--- src/rtl/trig_burst_sequencer.sv ---
// Triggered burst sequencer.
// On an accepted start it runs an optional pre-burst delay, a gated fastclk/2
// burst of a configured number of periods and an optional trigger pulse, then
// reports completion with a one-cycle done pulse and a completed-run counter.
// Every output is a register loaded from the next state and next counter value,
// so outputs change exactly on the edge where the state changes.
module trig_burst_sequencer #(
  parameter int CNT_W = 8,
  parameter int TOT_W = 16
) (
  input  logic             fastclk,
  input  logic             reset,
  input  logic             start,
  input  logic             abort,
  input  logic [CNT_W-1:0] cfg_delay,
  input  logic [CNT_W-1:0] cfg_cycles,
  input  logic [CNT_W-1:0] cfg_trig_len,
  output logic             clk_out,
  output logic             trig_out,
  output logic             busy,
  output logic             done,
  output logic             aborted,
  output logic [TOT_W-1:0] burst_cnt
);

  typedef enum logic [2:0] {
    IDLE  = 3'd0,
    DELAY = 3'd1,
    BURST = 3'd2,
    TRIG  = 3'd3,
    DONE  = 3'd4
  } state_t;

  // The phase counter is one bit wider than the fields so that 2*C - 1 for
  // the largest C still fits.
  localparam logic [CNT_W:0]   CNT_ONE   = {{CNT_W{1'b0}}, 1'b1};
  localparam logic [CNT_W-1:0] FIELD_ZERO = '0;
  localparam logic [TOT_W-1:0] TOT_ONE   = {{(TOT_W-1){1'b0}}, 1'b1};

  state_t           state_reg;
  state_t           state_next;
  logic [CNT_W:0]   cnt_reg;
  logic [CNT_W:0]   cnt_next;
  logic [CNT_W-1:0] delay_reg;
  logic [CNT_W-1:0] cycles_reg;
  logic [CNT_W-1:0] trig_len_reg;
  logic             load_cfg;
  logic             abort_hit;
  logic             count_hit;

  // First phase whose length field is nonzero; DONE when every field is zero.
  function automatic state_t first_phase(input logic [CNT_W-1:0] d,
                                         input logic [CNT_W-1:0] c,
                                         input logic [CNT_W-1:0] t);
    state_t s;
    if (d != FIELD_ZERO)      s = DELAY;
    else if (c != FIELD_ZERO) s = BURST;
    else if (t != FIELD_ZERO) s = TRIG;
    else                      s = DONE;
    return s;
  endfunction

  // Counter value on the first cycle of a phase: remaining cycles minus one,
  // so the phase ends on the cycle where the counter reads zero. In BURST the
  // counter starts odd, which makes bit 0 the slow-clock high phase.
  function automatic logic [CNT_W:0] phase_len_m1(input state_t s,
                                                  input logic [CNT_W-1:0] d,
                                                  input logic [CNT_W-1:0] c,
                                                  input logic [CNT_W-1:0] t);
    logic [CNT_W:0] v;
    case (s)
      DELAY:   v = {1'b0, d} - CNT_ONE;
      BURST:   v = {c, 1'b0} - CNT_ONE;
      TRIG:    v = {1'b0, t} - CNT_ONE;
      default: v = '0;
    endcase
    return v;
  endfunction

  // Next-state and next-counter selection, with abort overriding every
  // non-idle transition.
  always_comb begin
    state_next = state_reg;
    cnt_next   = cnt_reg;
    load_cfg   = 1'b0;
    abort_hit  = 1'b0;
    count_hit  = 1'b0;
    case (state_reg)
      IDLE: begin
        // abort in IDLE wins over start and produces no aborted pulse
        if (start && !abort) begin
          load_cfg   = 1'b1;
          state_next = first_phase(cfg_delay, cfg_cycles, cfg_trig_len);
          cnt_next   = phase_len_m1(state_next, cfg_delay, cfg_cycles, cfg_trig_len);
        end
      end
      DELAY: begin
        if (cnt_reg == '0) begin
          state_next = first_phase(FIELD_ZERO, cycles_reg, trig_len_reg);
          cnt_next   = phase_len_m1(state_next, delay_reg, cycles_reg, trig_len_reg);
        end else begin
          cnt_next = cnt_reg - CNT_ONE;
        end
      end
      BURST: begin
        if (cnt_reg == '0) begin
          state_next = first_phase(FIELD_ZERO, FIELD_ZERO, trig_len_reg);
          cnt_next   = phase_len_m1(state_next, delay_reg, cycles_reg, trig_len_reg);
        end else begin
          cnt_next = cnt_reg - CNT_ONE;
        end
      end
      TRIG: begin
        if (cnt_reg == '0) begin
          state_next = DONE;
          cnt_next   = '0;
        end else begin
          cnt_next = cnt_reg - CNT_ONE;
        end
      end
      DONE: begin
        // the run is only counted once DONE is left without an abort
        state_next = IDLE;
        cnt_next   = '0;
        count_hit  = 1'b1;
      end
      default: begin
        state_next = IDLE;
        cnt_next   = '0;
      end
    endcase

    if (state_reg != IDLE && abort) begin
      state_next = IDLE;
      cnt_next   = '0;
      abort_hit  = 1'b1;
      count_hit  = 1'b0;
    end
  end

  // State, counters, latched configuration and registered outputs.
  always_ff @(posedge fastclk) begin
    if (reset) begin
      state_reg    <= IDLE;
      cnt_reg      <= '0;
      delay_reg    <= '0;
      cycles_reg   <= '0;
      trig_len_reg <= '0;
      clk_out      <= 1'b0;
      trig_out     <= 1'b0;
      busy         <= 1'b0;
      done         <= 1'b0;
      aborted      <= 1'b0;
      burst_cnt    <= '0;
    end else begin
      state_reg <= state_next;
      cnt_reg   <= cnt_next;
      if (load_cfg) begin
        delay_reg    <= cfg_delay;
        cycles_reg   <= cfg_cycles;
        trig_len_reg <= cfg_trig_len;
      end
      clk_out  <= (state_next == BURST) && cnt_next[0];
      trig_out <= (state_next == TRIG);
      busy     <= (state_next != IDLE);
      done     <= (state_next == DONE);
      aborted  <= abort_hit;
      if (count_hit) begin
        burst_cnt <= burst_cnt + TOT_ONE;
      end
    end
  end

endmodule

--- config.mk ---
export PLATFORM = sky130hd
export DESIGN_NAME = trig_burst_sequencer
export DESIGN_NICKNAME = d
export VERILOG_FILES = /design/src/rtl/trig_burst_sequencer.sv
export SDC_FILE = /design/constraint.sdc
export NUM_CORES = 1
export LEC_CHECK = 0
export ABC_AREA = 1
export BUFFER_PORTS_ARGS = -buffer_cell sky130_fd_sc_hd__buf_2
export CORE_ASPECT_RATIO = 1.25
export CORE_MARGIN = 2
export CORE_UTILIZATION = 57
export DETAILED_ROUTE_END_ITERATION = 10
export GPL_ROUTABILITY_DRIVEN = 0
export HOLD_SLACK_MARGIN = 0.08
export PLACE_DENSITY = 0.79
export SLEW_MARGIN = 0
export SYNTH_ARGS = -nofsm -noshare
export SYNTH_HDL_FRONTEND = slang
export SYNTH_SLANG_ARGS = --single-unit
--- constraint.sdc ---
create_clock -name fastclk -period 3.2 [get_ports fastclk]
set_clock_uncertainty 0.1 [all_clocks]
set_input_delay 0.64 -clock fastclk [delete_from_list [all_inputs] [get_ports fastclk]]
set_output_delay 0.64 -clock fastclk [all_outputs]
set_load 0.02 [all_outputs]
==> flow_summary.toml <==
[clock_network]
root_buffer_cell = "sky130_fd_sc_hd__clkbuf_8"
cts.path.max_buffers = 2
tritoncts_clock_tree = "done"
cts_setup_buffers = 0
clock_sink_count = 49
cts-hold-fix-buffers = 0
cts_buffers = 5
h-tree-depth = 2
worst_setup_hold_path_clk_slew_ps = 100
cts_resized = 0
clock_insertion_delay_worst_skew_ps = 320

[logic_synthesis]
synth.yosys.warnings = 0
post_synthesis_cell_count = 533
synth.cell_area_mm2 = 0.00341
syn-num-nets = 569
syn_area_per_cell_um2 = 6.41
postSynth.asyncResetShare_pct = 0
synth_cell_types = 41
ys_dominant_reg_cell = "sky130_fd_sc_hd__dfxtp_1"
synth-edff-count = 0
yosys_register_bits = 49
synth-seq-area-share_pct = 28.7

[detailed_routing]
detail-route-antenna-nets = 0
drtPass1Iterations = 5
wl_cell_um = 13.8
met1_length_um = 3580
via_count = 3610
met3_wirelength_um = 501
drc = 0
highest_layer = "met4"
viasPerCell = 5.60
routed-wl-met2_um = 4470
dr.first_iter.drc_count = 294
detail_route.wirelength_um = 8910

[global_routing]
grt_use_total_pct = 28.1
antenna_violations_before_repair = 0
grt-ovfl-total = 0
grt_pass1_wl_um = 14900
grt_max_degree = 31
first_global_vias = 3440

[placement]
hpwl_um = 7090
place.port_buffers = 48
place_ws_ps = 415
dpl_cell_area_mm2 = 0.00370

[sta]
hold_violations = 0
rsz0062_at_grt = "no"
worst_hold_slack_ps = 387
setup_violations = 0
tightestPinTransition_ps = 784
timing.max_slew.rel_slack_pct = 47.7
timing.final.max_slew_violations = 0
fin_crit_sh_pct = 80.7
finalWorstPathRequiredPeriod_ps = 2580
timing.final.ws_setup_ps = 618
clock.fmax_mhz = 387
setup-tns-final_ps = 0

[cells_and_area]
mostFrequentLayoutCell = "sky130_fd_sc_hd__nand2_1"
largest_register_ff_count = 16
number_of_antenna_repair_diodes = 0
final_area_mm2 = 0.00380
most-common-layout-cells = "sky130_fd_sc_hd__nand2_1 (103), sky130_fd_sc_hd__inv_1 (84), sky130_fd_sc_hd__nor2_1 (69), sky130_fd_sc_hd__dfxtp_1 (49), sky130_fd_sc_hd__buf_2 (48)"
layout.nets = 614
fillCellCount = 544
syn_to_final_growth_pct = 11.2
area_of_combinational_cells_with_multiple_inputs_mm2 = 0.00206
drive_above_1_share_pct = 15.5
final-seq-area_um2 = 981

[pwr]
p_per_area_mw_per_mm2 = 582
max-vdd-ir-drop_uv = 283
cellLeakagePower_nw = 1.82

[worst_setup_path]
worstSetupEndpointType = "register"
timing.critical_path.required_ps = 3330
reg2reg_from = "cnt_reg[0]"
crit_arrival_ps = 2710
crit_start = "cnt_reg[0]"
setup.worst_path.start_class = "register"
critPathKind = "reg2reg"
path_max_fanout = 11

[flow_run]
maxCapViolations = 0

[die]
die-area_mm2 = 0.00663
num_io_pins = 49
initial_core_util_pct = 59.1
number_of_placement_rows = 31
fp.dieW_um = 73.2
core_area_mm2 = 0.00578
floorplan.die.height_um = 90.5

[worst_hold_path]
hp-class = "reg2reg"
hp-start = "burst_cnt[13]"

[status]
run_status = "finished clean"
-- cells by family after synthesis --
group / synth area share [%]
DFF: 28.7
AOI/OAI and AO/OA: 16.2
and+or+nand+nor: 35.8
buffers and inverters: 11.0
adders and majority gates: 2.93
xor gates and xnor gates: 5.39
-- per-stage QoR --
stage          std cells  power (mW)  util [%]
2_1_floorplan        533        1.56         -
3_3_place_gp         637        1.78      64.0
3_5_place_dp         637        1.80      64.0
4_1_cts              645        2.19      65.7
5_1_grt              645        2.37      65.7
6_report             645        2.21      65.7
-- cells in the mapped netlist, types with 5 or more instances --
cell / instances / share of area (%)
sky130_fd_sc_hd__nand3_1: 33 / 4.8
sky130_fd_sc_hd__inv_1: 84 / 9.2
sky130_fd_sc_hd__o21ai_0: 35 / 5.1
sky130_fd_sc_hd__nor2_4: 5 / 1.6
sky130_fd_sc_hd__nand4_1: 10 / 1.8
sky130_fd_sc_hd__nor2_1: 69 / 7.6
sky130_fd_sc_hd__o21ai_1: 9 / 1.3
sky130_fd_sc_hd__xor2_1: 17 / 4.4
sky130_fd_sc_hd__a21oi_1: 30 / 4.4
sky130_fd_sc_hd__nor2_2: 6 / 1.1
sky130_fd_sc_hd__dfxtp_1: 49 / 29
sky130_fd_sc_hd__nor3_1: 10 / 1.5
sky130_fd_sc_hd__nand2_1: 103 / 11
sky130_fd_sc_hd__ha_1: 8 / 2.9
sky130_fd_sc_hd__nor3_2: 6 / 1.8
sky130_fd_sc_hd__clkbuf_1: 8 / 0.88
-- per-layer routing --
layer / vias up / track usage (%)
met5: - / 0
met3: 32 / 4.13
met4: 0 / 13.1
li1: 1811 / -
met1: 1629 / 32.3
met2: 138 / 49.4
-- layout make-up --
class / count / area share [%]
multi-input cells: 385 / 54.2
clock inverters: 3 / 0.758
well taps: 66 / 2.17
flip-flops and latches: 49 / 25.8
inverters: 88 / 8.70
repair buffers: 49 / 6.52
clock buffers: 5 / 1.81
-- report_power, final --
group          switching (mW)  total [mW]  internal (mW)
registers              0.0629       0.743          0.680
logic                   0.707        1.07          0.363
clock network           0.235       0.399          0.164
-- final timing paths --
kind,depth (start not counted),to,slack [ps]
hold reg to reg,2,burst_cnt[13],390
setup / recovery,10,busy,620
hold / removal,2,burst_cnt[13],390
setup reg to reg,10,busy,620
-- worst max-delay path, cell delays in order, from the launching register on --
cell and delay (ps):
sky130_fd_sc_hd__dfxtp_1 360, sky130_fd_sc_hd__inv_1 100, sky130_fd_sc_hd__ha_1 210, sky130_fd_sc_hd__nand3_2 150
sky130_fd_sc_hd__nor3_2 150, sky130_fd_sc_hd__nand3_1 350, sky130_fd_sc_hd__nand2_1 350, sky130_fd_sc_hd__o21ai_0 220
sky130_fd_sc_hd__o21ai_2 260, sky130_fd_sc_hd__nand2_1 80, sky130_fd_sc_hd__a21o_1 150
No activity file was read; power rests on OpenSTA's default activity.
